[config.mk]
export PLATFORM = sky130hd
export DESIGN_NAME = mips_prog_loader
export DESIGN_NICKNAME = d
export VERILOG_FILES = /design/src/rtl/mips_loader_pkg.sv /design/src/rtl/mips_prog_loader_word_asm.sv /design/src/rtl/mips_prog_loader.sv
export SDC_FILE = /design/constraint.sdc
export NUM_CORES = 1
export LEC_CHECK = 0
export BUFFER_PORTS_ARGS = -buffer_cell sky130_fd_sc_hd__buf_4
export CORE_AREA = 2 2 107 109
export DETAILED_ROUTE_END_ITERATION = 6
export DIE_AREA = 0 0 109 111
export PLACE_DENSITY = 0.82
export SLEW_MARGIN = 10
export SYNTH_ARGS = -nofsm -noshare
export SYNTH_HDL_FRONTEND = slang
export SYNTH_SLANG_ARGS = --single-unit
[constraint.sdc]
create_clock -name clk1 -period 2.4 [get_ports clk1]
set_clock_uncertainty 0.2 [all_clocks]
set_input_delay 0.48 -clock clk1 [delete_from_list [all_inputs] [get_ports clk1]]
set_output_delay 0.48 -clock clk1 [all_outputs]
set_load 0.02 [all_outputs]
[src/rtl/mips_loader_pkg.sv]
// Shared definitions for the MIPS32 program loader: FSM states, image framing constants
// and the halt opcode that benches use to terminate generated programs.
package mips_loader_pkg;

  typedef enum logic [2:0] {
    ST_LEN_HI,
    ST_LEN_LO,
    ST_DATA,
    ST_CHECK,
    ST_DONE,
    ST_ERR
  } state_t;

  localparam int unsigned LEN_BYTES  = 2;
  localparam int unsigned WORD_BYTES = 4;

  localparam logic [5:0] HLT = 6'h3f;

endpackage

[src/rtl/mips_prog_loader_word_asm.sv]
// Big-endian word assembler: shifts accepted payload bytes in and flags the byte that completes a word.
module loader_word_asm
  import mips_loader_pkg::*;
(
  input  logic        clk1,
  input  logic        rst_n,
  input  logic        clr,
  input  logic        shift_en,
  input  logic [7:0]  byte_in,
  output logic [31:0] word_next_c,
  output logic        word_done_c
);

  localparam int unsigned CNT_W = 2;

  // Only the three earlier bytes need storing; the fourth arrives on the completing cycle.
  logic [23:0]      sr;
  logic [CNT_W-1:0] cnt;

  assign word_next_c = {sr, byte_in};
  assign word_done_c = shift_en && (cnt == CNT_W'(WORD_BYTES - 1));

  always_ff @(posedge clk1 or negedge rst_n) begin
    if (!rst_n) begin
      sr  <= '0;
      cnt <= '0;
    end else if (clr) begin
      sr  <= '0;
      cnt <= '0;
    end else if (shift_en) begin
      sr  <= word_next_c[23:0];
      cnt <= cnt + CNT_W'(1);
    end
  end

endmodule

[src/rtl/mips_prog_loader.sv]
// Length-prefixed, XOR-checksummed byte-stream loader that fills instruction memory
// and releases the pipelined MIPS32 core only after a clean load.
module mips_prog_loader
  import mips_loader_pkg::*;
#(
  parameter int unsigned ADDR_W    = 10,
  parameter int unsigned BASE_ADDR = 0
) (
  input  logic              clk1,
  input  logic              rst_n,
  input  logic              in_valid,
  input  logic [7:0]        in_data,
  output logic              in_ready,
  input  logic              restart,
  output logic              mem_we,
  output logic [ADDR_W-1:0] mem_addr,
  output logic [31:0]       mem_wdata,
  output logic              cpu_run,
  output logic              load_err,
  output logic [15:0]       words_loaded
);

  // Number of words that fit between BASE_ADDR and the top of memory.
  localparam int unsigned CAP = (32'd1 << ADDR_W) - BASE_ADDR;

  state_t      state;
  logic [15:0] len;
  logic [7:0]  csum;

  logic        accept_c;
  logic        shift_c;
  logic        asm_clr_c;
  logic [15:0] n_c;
  logic [15:0] words_inc_c;
  logic [31:0] word_next_c;
  logic        word_done_c;

  assign accept_c    = in_valid && in_ready;
  assign shift_c     = accept_c && (state == ST_DATA);
  assign asm_clr_c   = restart && ((state == ST_DONE) || (state == ST_ERR));
  assign n_c         = {len[15:8], in_data};
  assign words_inc_c = words_loaded + 16'd1;

  loader_word_asm u_word_asm (
    .clk1        (clk1),
    .rst_n       (rst_n),
    .clr         (asm_clr_c),
    .shift_en    (shift_c),
    .byte_in     (in_data),
    .word_next_c (word_next_c),
    .word_done_c (word_done_c)
  );

  always_ff @(posedge clk1 or negedge rst_n) begin
    if (!rst_n) begin
      state        <= ST_LEN_HI;
      len          <= '0;
      csum         <= '0;
      in_ready     <= 1'b1;
      mem_we       <= 1'b0;
      mem_addr     <= '0;
      mem_wdata    <= '0;
      cpu_run      <= 1'b0;
      load_err     <= 1'b0;
      words_loaded <= '0;
    end else begin
      mem_we <= 1'b0;
      case (state)
        ST_LEN_HI: begin
          if (accept_c) begin
            len[15:8] <= in_data;
            state     <= ST_LEN_LO;
          end
        end
        ST_LEN_LO: begin
          if (accept_c) begin
            len[7:0] <= in_data;
            if (32'(n_c) > CAP) begin
              state    <= ST_ERR;
              load_err <= 1'b1;
              in_ready <= 1'b0;
            end else if (n_c == 16'd0) begin
              state <= ST_CHECK;
            end else begin
              state <= ST_DATA;
            end
          end
        end
        ST_DATA: begin
          if (accept_c) begin
            csum <= csum ^ in_data;
            if (word_done_c) begin
              mem_we       <= 1'b1;
              mem_addr     <= ADDR_W'(BASE_ADDR + 32'(words_loaded));
              mem_wdata    <= word_next_c;
              words_loaded <= words_inc_c;
              if (words_inc_c == len) begin
                state <= ST_CHECK;
              end
            end
          end
        end
        ST_CHECK: begin
          if (accept_c) begin
            in_ready <= 1'b0;
            if (in_data == csum) begin
              state   <= ST_DONE;
              cpu_run <= 1'b1;
            end else begin
              state    <= ST_ERR;
              load_err <= 1'b1;
            end
          end
        end
        ST_DONE, ST_ERR: begin
          if (restart) begin
            state        <= ST_LEN_HI;
            csum         <= '0;
            words_loaded <= '0;
            cpu_run      <= 1'b0;
            load_err     <= 1'b0;
            in_ready     <= 1'b1;
          end
        end
        default: begin
          state    <= ST_LEN_HI;
          in_ready <= 1'b1;
        end
      endcase
    end
  end

endmodule

==> run_results.csv, run 1 <==
group,metric,value,unit
placement,hpwlAfterDp,8.736,mm
floorplan,core-area,11080,um2
grt,globalRouteOverflowTotal,0,
grt,grt_pass1_wl,22.36,mm
critical_path,crit_slowest_cell,"dfrtp_2",
cts,cts_num_sinks,115,
timing,grt_setup_unrepaired,"yes",
drt,viasPerCell,5.465,
critical_path,r2r_start,"words_loaded[0]$_DFFE_PN0P_",
floorplan,die_area,12100,um2
hold_path,whs_endpoint,"mem_wdata[7]$_DFFE_PN0P_",
floorplan,start_util,48.09,%
floorplan,rows,39,
critical_path,path_max_fanout,2,
drt,vias,4465,
cts,root_buffer,"clkbuf_16",
critical_path,crit_chain,"ha_4, xnor2_2, nand2_1, a311oi_2, o211ai_1, nor4_2, a41oi_2, a211oi_2",
timing,setup_viol,0,
grt,grt_usage,23.89,%
critical_path,worst_setup_path_start_kind,"flop",
yosys,syn_area,5326,um2
power_and_ir_drop,p_leak,3.415,nW
cts,clockBufferDepth,2,
placement,portBuffers,73,
yosys,synth_cell_types,54,
drt,drt_iter0_drc,329,
hold_path,hp-class,"in -> reg",
drt,drc,0,
yosys,synth_flop_cell,"dfrtp_1",
grt,antenna_found_initial,0,
timing,min_period,2278,ps
critical_path,worst_setup_path_end_kind,"flop",
critical_path,crit_path_max_incr_delay,420,ps
yosys,async_flop_share,100.0,%
floorplan,die_w,109,um
timing,slew_headroom,62.69,%
critical_path,cp.required,2530,ps
hold_path,min_path_cells,3,
drt,ant_nets,0,
power_and_ir_drop,vdd_ir_drop_max,0.4456,mV
final_layout,layout_common_cells,"nand2_1 (196), dfrtp_1 (111), buf_4 (90)",
cts,clock_latency,410,ps
run_status,run_status,"finished, final reports clean",
yosys,synth_nets,592,
grt,grt_max_degree,62,
final_layout,drive_above_1_share,24.93,%
cts,path_clk_slew,50,ps
floorplan,die_y,111,um
job,maxCapViolations,0,
final_layout,antenna_cells,0,
drt,wl_per_cell,16.54,um
critical_path,r2r_cells,8,
placement,dpl-instance-area,6071,um2
cts,h-tree-depth,4,
yosys,synth_seq_area_share,54.05,%
yosys,ys_seq_elements,115,
yosys,postSynthAreaPerCell,9.215,um2
floorplan,io_pins,74,
final_layout,design_area,6828,um2
final_layout,syn_to_final_growth,28.19,%
final_layout,final_nets,677,
timing,worstMarginPinSlew,552.6,ps
timing,drv_slew,0,
yosys,synthesis.instances,578,
timing,period_share,94.91,%
critical_path,worstReg2RegEnd,"state[0]$_DFFE_PN0P_",
critical_path,worstPathArrival,2410,ps
yosys,synth-edff-count,0,
final_layout,final_common_cell,"nand2_1",
grt,grt_pass1_vias,4504,
hold_path,min-delay-start,"in_data[7]",
yosys,ys_warn_count,0,
cts,cts_tree,"built",
placement,finalWeightedCongestion,0.8632,
cts,cts_inserted_buffers,17,
timing,fmax,0.4390,GHz
power_and_ir_drop,power.density,694.9,nW/um2
critical_path,critical-path-top-delay-family,"compound AO/OA/AOI/OAI gates",
drt,drt_wl_total,13.51,mm
timing,tns,0,ps
critical_path,worst-path-buf-inv,0,
timing,hold_viol_final,0,
drt,first_pass_iters,5,
critical_path,r2r_slack,120,ps
final_layout,fin_util,61.64,%
critical_path,critical_path_class,"reg -> reg",
timing,whs,142.4,ps
Yosys cell counts (all sizes together) (7+ instances only):
cell / number / area (um2)
a21oi: 7 / 35.03
buf: 13 / 93.83
clkbuf: 20 / 75.07
dfrtp: 114 / 2853
inv: 7 / 26.27
mux2: 16 / 180.2
nand2: 197 / 742.0
nand3: 9 / 45.04
nand4: 9 / 62.56
nor2: 34 / 130.1
o21ai: 64 / 320.3
o31ai: 9 / 67.56
xnor2: 21 / 183.9
xor2: 8 / 70.07
per-layer routing:
metal | part of all wire (%) | wire length [um] | up-vias | track usage [%]
met2 | 50 | 6726 | 140 | 38.92
met3 | 5.4 | 734 | 21 | 6.643
met1 | 43 | 5848 | 2196 | 30.94
li1 | - | - | 2108 | -
met4 | 1.5 | 203 | 0 | 7.094
met5 | 0 | 0 | - | 0
power breakdown:
part / switching (mW) / internal [mW] / total, mW
Clock: 0.854 / 1.86 / 2.71
Combinational: 0.0655 / 0.0272 / 0.0927
Sequential: 0 / 1.94 / 1.94
Total: 0.919 / 3.83 / 4.74
sequential cells by signal (all words and copies together) (netlist names), 2 cells and up:
name,flops
state,3
u_word_asm.sr,24
csum,8
u_word_asm.cnt,2
words_loaded,16
mem_addr,10
len,16
mem_wdata,32
metrics by stage:
| step | setup WS, ps | std cells | total power, mW |
|---|---|---|---|
| final | 122.3 | 817 | 4.745 |
| after detailed placement | 90.44 | 779 | 2.068 |
| after floorplan | 4.514 | 578 | 1.987 |
| after CTS | 78.10 | 810 | 4.765 |
| after global routing | 10.51 | 817 | 4.877 |
| after global placement | 143.1 | 779 | 2.066 |
cell families after synthesis:
logic type      after synthesis  share of synthesized area, %
mux                          19                         3.946
fa+ha+maj                     3                        0.6577
flops                       115                         54.05
buf+inv                      40                         3.664
simple gates                275                         22.08
xor+xnor                     29                         4.769
compound gates               97                         10.83
worst max path at each step:
stage / startpoint / endpoint / depth (start not counted)
after CTS: words_loaded[0]$_DFFE_PN0P_ / state[0]$_DFFE_PN0P_ / 8
final: words_loaded[0]$_DFFE_PN0P_ / state[0]$_DFFE_PN0P_ / 8
after detailed placement: words_loaded[0]$_DFFE_PN0P_ / state[0]$_DFFE_PN0P_ / 8
after global routing: words_loaded[1]$_DFFE_PN0P_ / state[0]$_DFFE_PN0P_ / 9
after floorplan: words_loaded[1]$_DFFE_PN0P_ / state[0]$_DFFE_PN0P_ / 9
after global placement: words_loaded[0]$_DFFE_PN0P_ / state[0]$_DFFE_PN0P_ / 8
tightest hold or removal path, cell delays in order:
cell and delay (ps):
buf_4 140, nand2_1 60, nand2_1 50
area by class of cell:
cell class	count	area (um2)
well taps	143	178.9
inverters	7	26.28
multi-input cells	423	2300
clock buffers	21	450.4
clock inverters	9	178.9
fillers	899	4249
flip-flops and latches	115	2883
repair buffers	99	810.8
timing repair:
| action | 4_1_cts | 5_1_grt |
|---|---|---|
| hold buffers | 1 | 0 |
| hold endpoints to repair | 31 | 0 |
| endpoints found under the setup margin | 0 | 17 |
| resized for setup | 0 | 15 |
| buffers inserted | 0 | 7 |
Note: power is estimated with default switching activity, not from simulation.
==> run 2, diff against run 1 <==
--- a/config.mk
+++ b/config.mk
@@ -6,6 +6,7 @@
 export NUM_CORES = 1
 export LEC_CHECK = 0
 export BUFFER_PORTS_ARGS = -buffer_cell sky130_fd_sc_hd__buf_4
+export CAP_MARGIN = 25
 export CORE_AREA = 2 2 107 109
 export DETAILED_ROUTE_END_ITERATION = 6
 export DIE_AREA = 0 0 109 111
==> constraint.sdc (replaced) <==
create_clock -name clk1 -period 2.4 [get_ports clk1]
set_clock_uncertainty 0.2 [all_clocks]
set_input_delay 0.48 -clock clk1 [delete_from_list [all_inputs] [get_ports clk1]]
set_output_delay 0.48 -clock clk1 [all_outputs]
set_load 0.1 [all_outputs]
==> run 2 against run 1 <==
  * Utilization fell by 1.2 points
  * Wire length fell by 8.6%
  * Clock power fell by 6%
  * Cell count fell by 1.3%
  * Worst hold slack barely moved
  * Via count fell by 2.3%
  * Critical endpoint unchanged
  * Worst setup slack improved by 23 ps
  * Count of clock-buffer cells in the layout fell by 1
  * First-iteration DRC count fell by 24%
  * Fmax rose by 1.0%
  * Die area did not move
  * Critical path depth did not move
==> run_results.csv, run 2 (synthesis results as in run 1) <==
group,metric,value,unit
floorplan,rows,39,
timing,worstMarginPinSlew,821.5,ps
timing,fmax,0.4435,GHz
drt,drt_iter0_drc,249,
power_and_ir_drop,vdd_ir_drop_max,0.3629,mV
placement,hpwlAfterDp,8.343,mm
critical_path,worstPathArrival,2380,ps
drt,wl_per_cell,15.32,um
critical_path,crit_chain,"ha_4, and3_4, and3_4, o31ai_4, a21oi_2, nor4_2, a41oi_2, a211oi_2",
grt,use_met1,28.20,%
floorplan,die_w,109,um
drt,drt_wl_total,12.35,mm
grt,busiest_layer,"met2",
grt,use_met2,33.37,%
floorplan,core-area,11080,um2
critical_path,crit_path_max_incr_delay,510,ps
critical_path,critical_path_class,"reg -> reg",
final_layout,antenna_cells,0,
cts,cts_inserted_buffers,17,
timing,min_period,2255,ps
floorplan,die_y,111,um
final_layout,layout_common_cells,"nand2_1 (196), dfrtp_1 (99), buf_4 (83)",
placement,finalWeightedCongestion,0.8903,
placement,dpl_worst_slack,55.23,ps
drt,first_pass_iters,4,
final_layout,syn_to_final_growth,25.75,%
floorplan,die_area,12100,um2
grt,grt_max_degree,61,
drt,drc,0,
job,maxCapViolations,0,
power_and_ir_drop,switching_power,945.5,uW
power_and_ir_drop,clkPwrFrac,55.7,%
floorplan,start_util,48.09,%
power_and_ir_drop,p_sw_share,20.70,%
final_layout,fin_util,60.47,%
drt,ant_nets,0,
cts,cts_num_sinks,115,
cts,cts_tree,"built",
power_and_ir_drop,p_leak,3.280,nW
run_status,run_status,"finished, final reports clean",
final_layout,design_area,6698,um2
power_and_ir_drop,pwr-share-seq,42.5,%
hold_path,hp-class,"in -> reg",
critical_path,critical-path-top-delay-family,"simple AND/OR/NAND/NOR gates",
drt,viasPerCell,5.413,
floorplan,io_pins,74,
critical_path,crit_slowest_cell,"dfrtp_4",
timing,hold_viol_final,0,
final_layout,top_register,"mem_wdata",
timing,slew_headroom,45.03,%
power_and_ir_drop,power.density,682.1,nW/um2
cts,clock_latency,400,ps
power_and_ir_drop,p_int,3.623,mW
timing,whs,142.6,ps
cts,path_clk_slew,50,ps
grt,grt_pass1_vias,4215,
cts,clockBufferDepth,2,
grt,globalRouteOverflowTotal,0,
critical_path,path_max_fanout,7,
timing,tns,0,ps
critical_path,worst_setup_path_start_kind,"flop",
timing,drv_slew,0,
final_layout,drive_above_1_share,25.49,%
critical_path,cp_common_cell,"and3_4",
placement,portBuffers,73,
grt,use_met3,4.879,%
critical_path,worst_setup_path_end_kind,"flop",
drt,vias,4363,
final_layout,largest_reg_flops,32,
critical_path,worst-path-buf-inv,0,
timing,setup_slack,145.2,ps
final_layout,final_common_cell,"nand2_1",
power_and_ir_drop,combPwrFrac,1.9,%
grt,antenna_found_initial,0,
timing,setup_viol,0,
cts,root_buffer,"clkbuf_16",
grt,grt_pass1_wl,20.38,mm
final_layout,final_nets,664,
placement,dpl-instance-area,6042,um2
cts,h-tree-depth,4,
critical_path,cp.required,2520,ps
final_layout,reg_top3,"mem_wdata: 32 flops, u_word_asm.sr: 24 flops",
grt,grt_usage,21.51,%
timing,period_share,93.95,%
-- run 2: metrics by stage --
step / instances / power (mW)
finish: 806 / 4.569
global placement: 771 / 2.059
global route: 806 / 4.711
CTS: 804 / 4.616
floorplan: 578 / 1.987
detailed placement: 771 / 2.062
-- run 2: worst min-delay path, stage by stage --
cell and delay (ps):
buf_4 130, nand2_1 50, nand2_1 50
-- run 2: worst paths after layout --
| check | to | start | cells past startpoint | slack, ps |
|---|---|---|---|---|
| worst max-delay path | state[0]$_DFFE_PN0P_ | words_loaded[0]$_DFFE_PN0P_ | 8 | 150 |
| worst min-delay path | mem_wdata[2]$_DFFE_PN0P_ | in_data[2] | 3 | 140 |
| worst max register to register | state[0]$_DFFE_PN0P_ | words_loaded[0]$_DFFE_PN0P_ | 8 | 150 |
| worst min register to register | mem_wdata[28]$_DFFE_PN0P_ | mem_wdata[28]$_DFFE_PN0P_ | 2 | 270 |
| max in group asynchronous | in_ready$_DFFE_PN1P_ | rst_n | 3 | 940 |
| min in group asynchronous | words_loaded[8]$_DFFE_PN0P_ | rst_n | 2 | 330 |
-- run 2: timing repair --
action | CTS | global route
gates resized for setup | 0 | 5
setup buffers | 0 | 2
hold buffers | 1 | 0
setup endpoints to repair | 0 | 7
endpoints found under the hold margin | 25 | 0
-- run 2: final cells by class --
type                       count  area, um2
fill                         878       4379
clock buffer                  20      446.7
inverter                       7      26.28
tap                          143      178.9
sequential                   115       2918
timing repair buffer          86      664.4
multi-input combinational    423       2306
clock inverter                12      157.7
-- run 2: metal layers --
layer | vias up | wire length, um
met5 | - | 0
met4 | 0 | 290
met3 | 22 | 703
met2 | 134 | 5936
met1 | 2118 | 5418
li1 | 2089 | -
-- run 2: power by group through the flow --
stage	clock network (mW)	logic (mW)	registers (mW)
finish	2.54	0.0853	1.94
global route	2.67	0.0974	1.94
CTS	2.59	0.0886	1.94
detailed placement	0	0.0875	1.97
global placement	0	0.0849	1.97
floorplan	0	0.0124	1.98
